==> config.mk <==
export PLATFORM = sky130hd
export DESIGN_NAME = cache2way_ctrl
export DESIGN_NICKNAME = d
export VERILOG_FILES = /design/src/rtl/cache_pkg.sv /design/src/rtl/cache_line_update.sv /design/src/rtl/cache2way_ctrl.sv
export SDC_FILE = /design/constraint.sdc
export NUM_CORES = 1
export LEC_CHECK = 0
export CORE_MARGIN = 1.5
export CORE_UTILIZATION = 48
export CTS_CLUSTER_DIAMETER = 120
export CTS_CLUSTER_SIZE = 30
export DETAILED_ROUTE_END_ITERATION = 10
export PLACE_DENSITY = 0.89
export SETUP_SLACK_MARGIN = 0.05
export SLEW_MARGIN = 20
export SYNTH_ARGS = -nofsm -noshare
export SYNTH_HDL_FRONTEND = slang
export SYNTH_SLANG_ARGS = --single-unit
==> constraint.sdc <==
create_clock -name i_clock -period 5.69 [get_ports i_clock]
set_input_delay 0.8535 -clock i_clock [delete_from_list [all_inputs] [get_ports i_clock]]
set_output_delay 0.8535 -clock i_clock [all_outputs]
set_load 0.01 [all_outputs]
==> src/rtl/cache_pkg.sv <==
// Shared state encoding and cache-line field layout for the 2-way cache controller.
// Line layout: {valid, lru, tag[1:0], data[7:0]}; lru=1 marks the way to replace next.
package cache_pkg;

  typedef enum logic [1:0] {INIT, IDLE, LOOKUP, RESP} state_t;

  localparam int VALID_BIT = 11;
  localparam int LRU_BIT   = 10;
  localparam int TAG_MSB   = 9;
  localparam int TAG_LSB   = 8;
  localparam int DATA_MSB  = 7;
  localparam int DATA_LSB  = 0;
  localparam int SETS      = 8;
  localparam int LINE_W    = 12;
  localparam int WAYS      = 2;
  localparam int IDX_W     = 3;
  localparam int TAG_W     = 2;
  localparam int DATA_W    = 8;
  localparam int ADDR_W    = 5;

  function automatic logic [LINE_W-1:0] make_line(
    input logic              valid,
    input logic              lru,
    input logic [TAG_W-1:0]  tag,
    input logic [DATA_W-1:0] data
  );
    return {valid, lru, tag, data};
  endfunction

endpackage

==> src/rtl/cache_line_update.sv <==
// Combinational hit detection, victim choice and next-line construction for both ways.
// WRITE_ALLOCATE_EN: when defined, a write miss fills the victim way; otherwise it leaves both ways alone.
module cache_line_update
  import cache_pkg::*;
(
  input  logic [LINE_W-1:0] i_via1_q,
  input  logic [LINE_W-1:0] i_via2_q,
  input  logic [TAG_W-1:0]  i_tag,
  input  logic              i_write,
  input  logic [DATA_W-1:0] i_wdata,
  input  logic [DATA_W-1:0] i_ram_q,
  output logic              o_hit,
  output logic [DATA_W-1:0] o_data,
  output logic [LINE_W-1:0] o_via1_line,
  output logic [LINE_W-1:0] o_via2_line,
  output logic              o_via1_wren,
  output logic              o_via2_wren
);

  logic [LINE_W-1:0] w_q    [WAYS];
  logic [LINE_W-1:0] w_line [WAYS];
  logic [WAYS-1:0]   w_hit;
  logic [WAYS-1:0]   w_valid;
  logic [WAYS-1:0]   w_lru;
  logic [DATA_W-1:0] w_hit_data;
  logic              w_hit_way;
  logic              w_victim;
  logic              w_target;
  logic              w_update;

  assign w_q[0] = i_via1_q;
  assign w_q[1] = i_via2_q;

  // The touched way becomes most-recent; the other way is marked for replacement.
  genvar gi;
  generate
    for (gi = 0; gi < WAYS; gi++) begin : g_way
      assign w_valid[gi] = w_q[gi][VALID_BIT];
      assign w_lru[gi]   = w_q[gi][LRU_BIT];
      assign w_hit[gi]   = w_valid[gi] && (w_q[gi][TAG_MSB:TAG_LSB] == i_tag);
      assign w_line[gi]  = (int'(w_target) == gi)
                         ? make_line(1'b1, 1'b0, i_tag, o_data)
                         : {w_q[gi][VALID_BIT], 1'b1, w_q[gi][TAG_MSB:DATA_LSB]};
    end
  endgenerate

  assign o_hit      = |w_hit;
  assign w_hit_way  = ~w_hit[0];
  assign w_hit_data = w_hit[0] ? w_q[0][DATA_MSB:DATA_LSB] : w_q[1][DATA_MSB:DATA_LSB];

  always_comb begin
    if (!w_valid[0])      w_victim = 1'b0;
    else if (!w_valid[1]) w_victim = 1'b1;
    else if (w_lru[0])    w_victim = 1'b0;
    else if (w_lru[1])    w_victim = 1'b1;
    else                  w_victim = 1'b0;
  end

  assign o_data   = i_write ? i_wdata : (o_hit ? w_hit_data : i_ram_q);
  assign w_target = o_hit ? w_hit_way : w_victim;

`ifdef WRITE_ALLOCATE_EN
  assign w_update = 1'b1;
`else
  assign w_update = o_hit | ~i_write;
`endif

  assign o_via1_line = w_line[0];
  assign o_via2_line = w_line[1];
  assign o_via1_wren = w_update;
  assign o_via2_wren = w_update;

endmodule

==> src/rtl/cache2way_ctrl.sv <==
// Sequencing controller for a 2-way, 8-set cache with write-through to a 32x8 RAM.
// Write-miss allocation is selected by WRITE_ALLOCATE_EN inside cache_line_update.
module cache2way_ctrl
  import cache_pkg::*;
#(
  parameter int CNT_W = 16
)
(
  input  logic              i_clock,
  input  logic              i_reset_n,
  input  logic              i_req_valid,
  output logic              o_req_ready,
  input  logic              i_req_write,
  input  logic [ADDR_W-1:0] i_req_addr,
  input  logic [DATA_W-1:0] i_req_wdata,
  output logic              o_rsp_valid,
  output logic              o_rsp_hit,
  output logic [DATA_W-1:0] o_rsp_data,
  output logic [IDX_W-1:0]  o_via_addr,
  output logic [LINE_W-1:0] o_via1_wdata,
  output logic [LINE_W-1:0] o_via2_wdata,
  output logic              o_via1_wren,
  output logic              o_via2_wren,
  input  logic [LINE_W-1:0] i_via1_q,
  input  logic [LINE_W-1:0] i_via2_q,
  output logic [ADDR_W-1:0] o_ram_addr,
  output logic [DATA_W-1:0] o_ram_wdata,
  output logic              o_ram_wren,
  input  logic [DATA_W-1:0] i_ram_q,
  output logic [CNT_W-1:0]  o_hit_count,
  output logic [CNT_W-1:0]  o_miss_count
);

  state_t            r_state;
  logic [IDX_W-1:0]  r_init_idx;
  logic              r_req_write;
  logic [ADDR_W-1:0] r_req_addr;
  logic [DATA_W-1:0] r_req_wdata;
  logic              r_req_ready;
  logic              r_rsp_valid;
  logic              r_rsp_hit;
  logic [DATA_W-1:0] r_rsp_data;
  logic [CNT_W-1:0]  r_hit_count;
  logic [CNT_W-1:0]  r_miss_count;

  logic              w_hit;
  logic [DATA_W-1:0] w_data;
  logic [LINE_W-1:0] w_via1_line;
  logic [LINE_W-1:0] w_via2_line;
  logic              w_upd1;
  logic              w_upd2;
  logic              w_in_init;
  logic              w_in_lookup;

  cache_line_update u_line_update (
    .i_via1_q    (i_via1_q),
    .i_via2_q    (i_via2_q),
    .i_tag       (r_req_addr[ADDR_W-1:IDX_W]),
    .i_write     (r_req_write),
    .i_wdata     (r_req_wdata),
    .i_ram_q     (i_ram_q),
    .o_hit       (w_hit),
    .o_data      (w_data),
    .o_via1_line (w_via1_line),
    .o_via2_line (w_via2_line),
    .o_via1_wren (w_upd1),
    .o_via2_wren (w_upd2)
  );

  // INIT is also the reset state, so its clear-sweep enables are held off while reset is low.
  assign w_in_init   = (r_state == INIT) && i_reset_n;
  assign w_in_lookup = (r_state == LOOKUP);

  // In IDLE the memories read the incoming address so q is ready in LOOKUP.
  always_comb begin
    o_via_addr = r_req_addr[IDX_W-1:0];
    o_ram_addr = r_req_addr;
    if (r_state == INIT) begin
      o_via_addr = r_init_idx;
    end else if (r_state == IDLE) begin
      o_via_addr = i_req_addr[IDX_W-1:0];
      o_ram_addr = i_req_addr;
    end
  end

  assign o_via1_wdata = w_in_lookup ? w_via1_line : '0;
  assign o_via2_wdata = w_in_lookup ? w_via2_line : '0;
  assign o_via1_wren  = w_in_init | (w_in_lookup & w_upd1);
  assign o_via2_wren  = w_in_init | (w_in_lookup & w_upd2);
  assign o_ram_wdata  = r_req_wdata;
  assign o_ram_wren   = w_in_lookup & r_req_write;

  always_ff @(posedge i_clock or negedge i_reset_n) begin
    if (!i_reset_n) begin
      r_state      <= INIT;
      r_init_idx   <= '0;
      r_req_write  <= 1'b0;
      r_req_addr   <= '0;
      r_req_wdata  <= '0;
      r_req_ready  <= 1'b0;
      r_rsp_valid  <= 1'b0;
      r_rsp_hit    <= 1'b0;
      r_rsp_data   <= '0;
      r_hit_count  <= '0;
      r_miss_count <= '0;
    end else begin
      case (r_state)
        INIT: begin
          r_init_idx <= r_init_idx + IDX_W'(1);
          if (r_init_idx == IDX_W'(SETS - 1)) begin
            r_state     <= IDLE;
            r_req_ready <= 1'b1;
          end
        end
        IDLE: begin
          if (i_req_valid) begin
            r_req_write <= i_req_write;
            r_req_addr  <= i_req_addr;
            r_req_wdata <= i_req_wdata;
            r_req_ready <= 1'b0;
            r_state     <= LOOKUP;
          end
        end
        LOOKUP: begin
          r_rsp_valid <= 1'b1;
          r_rsp_hit   <= w_hit;
          r_rsp_data  <= w_data;
          r_state     <= RESP;
        end
        RESP: begin
          r_rsp_valid <= 1'b0;
          if (r_rsp_hit) begin
            if (r_hit_count != '1) r_hit_count <= r_hit_count + CNT_W'(1);
          end else begin
            if (r_miss_count != '1) r_miss_count <= r_miss_count + CNT_W'(1);
          end
          r_req_ready <= 1'b1;
          r_state     <= IDLE;
        end
        default: r_state <= INIT;
      endcase
    end
  end

  assign o_req_ready  = r_req_ready;
  assign o_rsp_valid  = r_rsp_valid;
  assign o_rsp_hit    = r_rsp_hit;
  assign o_rsp_data   = r_rsp_data;
  assign o_hit_count  = r_hit_count;
  assign o_miss_count = r_miss_count;

endmodule
==> run_results.csv <==
group,metric,value,unit
worst_hold_path,hold_path_class,"flip-flop to flip-flop",
worst_hold_path,hold_depth,1,
floorplan,start_util,0.5026,
yosys,syn_area,3452,um2
floorplan,dieWidth,87.81,um
sta,rsz0062_at_grt,"false",
clocking,cts_buffer_depth,2,
yosys,syn_nets,398,
yosys,yosys-top-cells-area,"dfrtp_1 45%, mux2_2 7.8%, xnor2_1 5.6%",
critical_path,cp_max_fo,11,
floorplan,core,6869,um2
floorplan,io_pins,135,
power_and_ir_drop,p_total,2.296,mW
power_and_ir_drop,p_int,1.404,mW
critical_path,slowest_delay,510,ps
global_routing,grt-ovfl-total,0,
global_routing,antenna_found_initial,0,
layout,final_cell_mix,"133 x clkdlybuf4s50_1, 62 x dfrtp_1, 41 x nand2_1",
drt,wl_met1,4035,um
drt,wl_met3,499,um
sta,finalSetupViolations,0,
yosys,synth_top_area_share,0.4494,
sta,hold_viol_final,0,
yosys,syn_inst,340,
critical_path,crit_path_top_delay_cell,"clkdlybuf4s50_1",
critical_path,path_class,"primary input to output port",
floorplan,fp.dieH,87.81,um
critical_path,crit_required,4840,ps
clocking,cts_tree,"done",
sta,fin_tns_setup,0,ps
power_and_ir_drop,p_sw,0.8924,mW
clocking,cts_made_buffers,9,
clocking,cts.sinks,62,
yosys,yosysTopAreaCell,"dfrtp_1",
drt,dr.max_layer_used,"met4",
run,maxCapViolCount,0,
clocking,post_cts_buffers,0,
yosys,synth_compound_area_frac,0.1381,
critical_path,end_kind,"output port",
layout,final_cells,573,
layout,area_delta_synth_final,45.23,%
layout,seqCellArea,1551,um2
yosys,synth_xor_area_frac,0.08554,
sta,skew,7.634,ps
place,numPortBuffers,134,
yosys,synth_edf_count,0,
drt,routed_wl,9241,um
clocking,clk_latency,330,ps
sta,max_freq,0.2272,GHz
drt,wl_per_cell,16.13,um
clocking,cts_root_buf,"clkbuf_8",
drt,vias,3112,
yosys,ys_types,47,
yosys,synth-adder-area-share,0.03262,
power_and_ir_drop,vdd_drop_max,0.0003919,V
layout,diodes,0,
yosys,yosys_warnings,0,
sta,tightestPinTransition,755.5,ps
yosys,muxShareOfSynthArea,0.08699,
sta,hold-worst-slack,489.3,ps
power_and_ir_drop,p_sw_frac,0.3886,
drt,drcViolationCount,0,
critical_path,crit_top_cell,"clkdlybuf4s50_1",
power_and_ir_drop,seqPwrFrac,0.325,
drt,final_antenna_net_count,0,
sta,period_needed,4400,ps
yosys,avgSynthCellArea,10.15,um2
power_and_ir_drop,power.density,458.0,nW/um2
global_routing,grt_max_degree,63,
sta,finalCritPeriodShare,0.7734,
place,dp.cells,557,
clocking,h-tree-depth,3,
critical_path,cp_data_arrival_time,3550,ps
floorplan,row_count,30,
layout,multiInputGateArea,1792,um2
sta,final_max_slew_viol_count,0,
clocking,hold_buffers,0,
layout,layout_commonest_cell,"clkdlybuf4s50_1",
global_routing,grt_first_pass_wirelength,14820,um
yosys,synth-simple-area-share,0.1758,
drt,drtPass1Iterations,4,
clocking,clk_pin_slew,70,ps
yosys,seq_area_frac_synth,0.4494,
sta,slew-limit-headroom,0.4964,
layout,fin_nets,530,
layout,fill_cells,521,
place,gp_congestion,0.8462,
power_and_ir_drop,p_leak,2.081,nW
power_and_ir_drop,pwr-share-comb,0.531,
global_routing,grt_pass1_vias,2999,
power_and_ir_drop,pwr-share-clk,0.145,
critical_path,reg2regPathDepth,5,
clocking,cts_resized,0,
critical_path,startpoint_type,"primary input",
yosys,synth-async-reset-ratio,1.000,
yosys,ys_ff_latch,62,
outcome,status,"complete, no violations",
drt,met2WireLength,4399,um
global_routing,grt_use_total,0.2499,
drt,dr.first_iter.drc_count,163,
place,post-dp-hpwl,6889,um
critical_path,crit_path_cell_trace,"clkdlybuf4s50_1, xnor2_2, nand3_1, a221oi_1, o31a_1, o2bb2ai_1, clkdlybuf4s50_1",
layout,layout-drive-gt1-share,0.1090,
drt,vias_per_cell,5.431,
floorplan,dieArea,7710,um2
yosys,synth_top_family_by_area,"simple AND/OR/NAND/NOR gates",
yosys,yosys_most_used_dff,"dfrtp_1",
==> power groups by stage <==
stage          Combinational (mW)  Clock (mW)  Sequential [mW]
2_1_floorplan               0.631           0            0.752
3_3_place_gp                 1.19           0            0.742
3_5_place_dp                 1.21           0            0.752
4_1_cts                      1.22       0.338            0.745
5_1_grt                      1.32       0.363            0.770
6_report                     1.22       0.332            0.745
==> worst max-delay path: cells and delay by family <==
family                 cells  cell delay [ps]
AND/OR/NAND/NOR            1              460
AO/OA/AOI/OAI              3              730
buffers and inverters      2              990
XOR/XNOR                   1              490
==> synth_stat cells, types with 8 or more instances <==
| cell type | n |
|---|---|
| nand2_1 | 41 |
| a21oi_1 | 12 |
| clkbuf_1 | 9 |
| and3_1 | 14 |
| dfrtp_1 | 62 |
| o31a_1 | 8 |
| xor2_1 | 8 |
| mux2_2 | 24 |
| xnor2_1 | 22 |
| a221oi_1 | 8 |
| o2bb2ai_1 | 8 |
| nor2_1 | 25 |
| nand3_1 | 15 |
| ha_1 | 9 |
==> layer usage <==
| metal | up-vias | GRT usage |
|---|---|---|
| met5 | - | 0 |
| met4 | 0 | 0.1154 |
| met3 | 27 | 0.05184 |
| met2 | 107 | 0.3907 |
| met1 | 1499 | 0.3329 |
| li1 | 1479 | - |
==> worst paths after layout <==
kind | endpoint | slack [ps] | from
max | o_via2_wdata[6] | 1290 | i_via2_q[8]
min | o_miss_count[8] | 490 | o_miss_count[8]
max reg2reg | o_rsp_data[4] | 3340 | r_req_addr[3]
min reg2reg | o_miss_count[8] | 490 | o_miss_count[8]
max in group asynchronous | r_req_addr[1] | 4450 | i_reset_n
min in group asynchronous | o_miss_count[12] | 740 | i_reset_n
==> cell type report <==
type,count,share of cell area
well taps,96,0.02396
multi-input cells,255,0.3574
clock inverters,6,0.007736
repair buffers,136,0.2695
clock buffers,10,0.02546
flip-flops and latches,62,0.3095
inverters,8,0.006489
==> cell families (layout without fill, tap and decap cells) <==
logic type / after synthesis / in the layout
AND/OR/NAND/NOR: 123 / 123
AO/OA/AOI/OAI: 64 / 64
flip-flops: 62 / 62
XOR/XNOR: 32 / 32
multiplexers: 27 / 27
buffers and inverters: 23 / 160
adder cells (fa/ha/maj): 9 / 9
==> through the flow <==
| step | setup slack, ps | area, um2 | utilization |
|---|---|---|---|
| 2_1_floorplan | 2773 | 3452 | - |
| 3_3_place_gp | 1501 | 4847 | 0.7056 |
| 3_5_place_dp | 1331 | 4847 | 0.7056 |
| 4_1_cts | 1312 | 5014 | 0.7299 |
| 5_1_grt | 1083 | 5014 | 0.7299 |
| 6_report | 1290 | 5014 | 0.7299 |
==> flip-flops by register name, indices dropped and copies added (netlist names) <==
| signal | flops |
|---|---|
| r_init_idx | 3 |
| o_req_ready | 1 |
| o_rsp_data | 8 |
| r_state | 2 |
| o_hit_count | 16 |
| o_rsp_valid | 1 |
| o_ram_wdata | 8 |
| r_req_addr | 5 |
| r_req_write | 1 |
| o_rsp_hit | 1 |
| o_miss_count | 16 |
Note: power is estimated with default switching activity, not from simulation.
==> RTL edit, RTL diff (config.mk and constraints unchanged) <==
Set the package constant `TAG_LSB` to 4 (it was 8).
--- a/src/rtl/cache_pkg.sv
+++ b/src/rtl/cache_pkg.sv
@@ -9,3 +9,3 @@
   localparam int TAG_MSB   = 9;
-  localparam int TAG_LSB   = 8;
+  localparam int TAG_LSB   = 4;
   localparam int DATA_MSB  = 7;
Formal check against the unedited RTL: not equivalent (Yosys sat finds a counterexample within 10 cycles, from zero or initial values and one cycle with i_reset_n low).
==> RTL edit against the unedited design <==
  * Utilization rose by 0.24 points
  * Via count rose by 4.2%
  * Synthesized area decreased by 0.25%
  * Synthesized cell count grew 3.8%
  * Non-clock buffer count increased by 2
  * Worst setup slack got worse by 59 ps
  * First-iteration DRC count decreased by 15%
  * Die area fell by 0.25%
  * Wire length up 4.9%
  * Final area grew 0.32%
  * Power is 2.6% lower
  * Sequential cell count is the same
==> RTL edit: results (changes against the unedited design) <==
| Metric | Value |
|---|---|
| Status | `completed (unchanged)` |
| CTS Buffer Depth | `2 (unchanged)` |
| Clock Latency Late Sink | `330 ps (about the same)` |
| WHS Path Cells | `1 (unchanged)` |
| Yosys warns | `0 (unchanged)` |
| Ranking of synthesized cells by area | `dfrtp_1 (45%), mux2_2 (6.9%), xnor2_1 (5.1%) (was dfrtp_1 (45%), mux2_2 (7.8%), xnor2_1 (5.6%))` |
| Commonest cells in the synthesized netlist | `dfrtp_1 (62), nand2_1 (45), nor2_1 (27) (was dfrtp_1 (62), nand2_1 (41), nor2_1 (25))` |
| Internal reg-to-reg setup slack | `3570 ps (was 3340 ps)` |
| Syn_nets | `411 (was 398)` |
| Post-CTS sizing | `0 (unchanged)` |
| Clk root buf | `clkbuf_8 (unchanged)` |
| N_diodes | `0 (unchanged)` |
| Clk network pwr share | `0.171 (was 0.145)` |
| CP Capture Point | `o_via2_wdata[6] (unchanged)` |
| Max IR drop VDD | `0.340 mV (was 0.392 mV)` |
| Logic pwr share | `0.493 (was 0.531)` |
| Final Skew | `6.75 ps (was 7.63 ps)` |
| Worst r2r src | `r_req_addr[4] (was r_req_addr[3])` |
| Setup Fix Bufs, Post-CTS | `0 (unchanged)` |
| DRT Pass-1 Iters | `4 (unchanged)` |
| Starting DRT DRC Count | `139 (was 163)` |
| # nets final | `541 (was 530)` |
| Worst-path clk slew | `70 ps (about the same)` |
| Buffers on Ports | `134 (unchanged)` |
| First-pass GRT wire length | `15.7 mm (was 14.8 mm)` |
| Largest net degree at the start of global routing | `63 (unchanged)` |
| Sequential-to-total area share from yosys stat | `0.451 (was 0.449)` |
| Post-synth ARST share | `1.00 (unchanged)` |
| Vias in the first global route | `3253 (was 2999)` |
| Critical path startpoint | `i_via2_q[7] (was i_via2_q[8])` |
| Layout cells sized above 1 | `0.0924 (was 0.109)` |
| Number of fill cells | `489 (was 521)` |
| Main synth FF type | `dfrtp_1 (unchanged)` |
| Detailed placement HPWL | `7.10 mm (was 6.89 mm)` |
| Htree depth | `3 (unchanged)` |
| Hold_sp | `o_hit_count[9] (was o_miss_count[8])` |
| Final Wtd Congestion | `0.849 (was 0.846)` |
| Worst R2R End | `o_rsp_data[6] (was o_rsp_data[4])` |
| Vias/cell | `5.56 (was 5.43)` |
| Net Sw Frac | `0.369 (was 0.389)` |
| Worst rel slew slack | `0.484 (was 0.496)` |
| Leakage | `0.00210 µW (was 0.00208 µW)` |
| Detailed Route WL | `9.69 mm (was 9.24 mm)` |
| R2R depth | `5 (unchanged)` |
| Post-synth cell types | `45 (was 47)` |
| GRT Resource Usage Total | `0.266 (was 0.250)` |
| Worst-path maximum fanout | `18 (was 11)` |
| Worst Hold Path EP | `o_hit_count[9] (was o_miss_count[8])` |
| Min-Delay Path Class | `flop to flop (unchanged)` |
| TritonCTS Buffers | `9 (unchanged)` |
-- RTL edit: cell types whose count changed after synthesis, moves of 5 or more --
cell	before	now
a221oi_1	8	0
a311o_1	0	6
a31oi_1	1	19
and3_1	14	6
nand3_1	15	7
nand4_1	6	15
nor3_1	2	7
o21ai_0	6	18
o21ai_1	6	1
o2bb2ai_1	8	2
o31a_1	8	0
xor2_1	8	14
-- RTL edit: per-stage QoR --
stage               total power [µW]  instances  worst slack [ps]  area (µm²)  hold WS [ps]
floorplan                       1310        353              2640        3440           469
global placement                1820        568              1350        4840           475
detailed placement              1840        568              1300        4840           485
CTS                             2240        583              1280        5030           497
global route                    2380        583              1110        5030           505
finish                          2240        583              1230        5030           491
-- RTL edit: routing by layer --
metal  global-route usage  up-vias  part of all wire  routed length (µm)
met5                    0        -                 0                   0
met4                0.118        0             0.022                 209
met3               0.0650       18             0.066                 644
met2                0.466      124              0.51                4950
met1                0.308     1590              0.40                3890
li1                     -     1512                 -                   -
-- RTL edit: worst max-delay path, stage by stage --
cell and delay (ps):
clkdlybuf4s50_1 450, nor3_1 330, and4_1 390, o21a_1 560, nand2_1 210, o2bb2ai_1 230, clkdlybuf4s50_1 570
-- RTL edit: cell families (layout without fill, tap and decap cells) --
family                     count (synthesis)  in the layout  synth area share
AOI/OAI and AO/OA                         68             68             0.127
xor gates and xnor gates                  34             34            0.0865
muxes                                     26             26            0.0847
adders and majority gates                  9              9            0.0327
and+or+nand+nor                          127            127             0.184
buffers and inverters                     27            161            0.0345
DFF                                       62             62             0.451
-- RTL edit: layout make-up --
cell class              count  area share
clock buffers              11      0.0281
repair buffers            138       0.272
well taps                  96      0.0239
multi-input cells         264       0.352
inverters                   8     0.00597
flip-flops and latches     62       0.308
clock inverters             4     0.00945
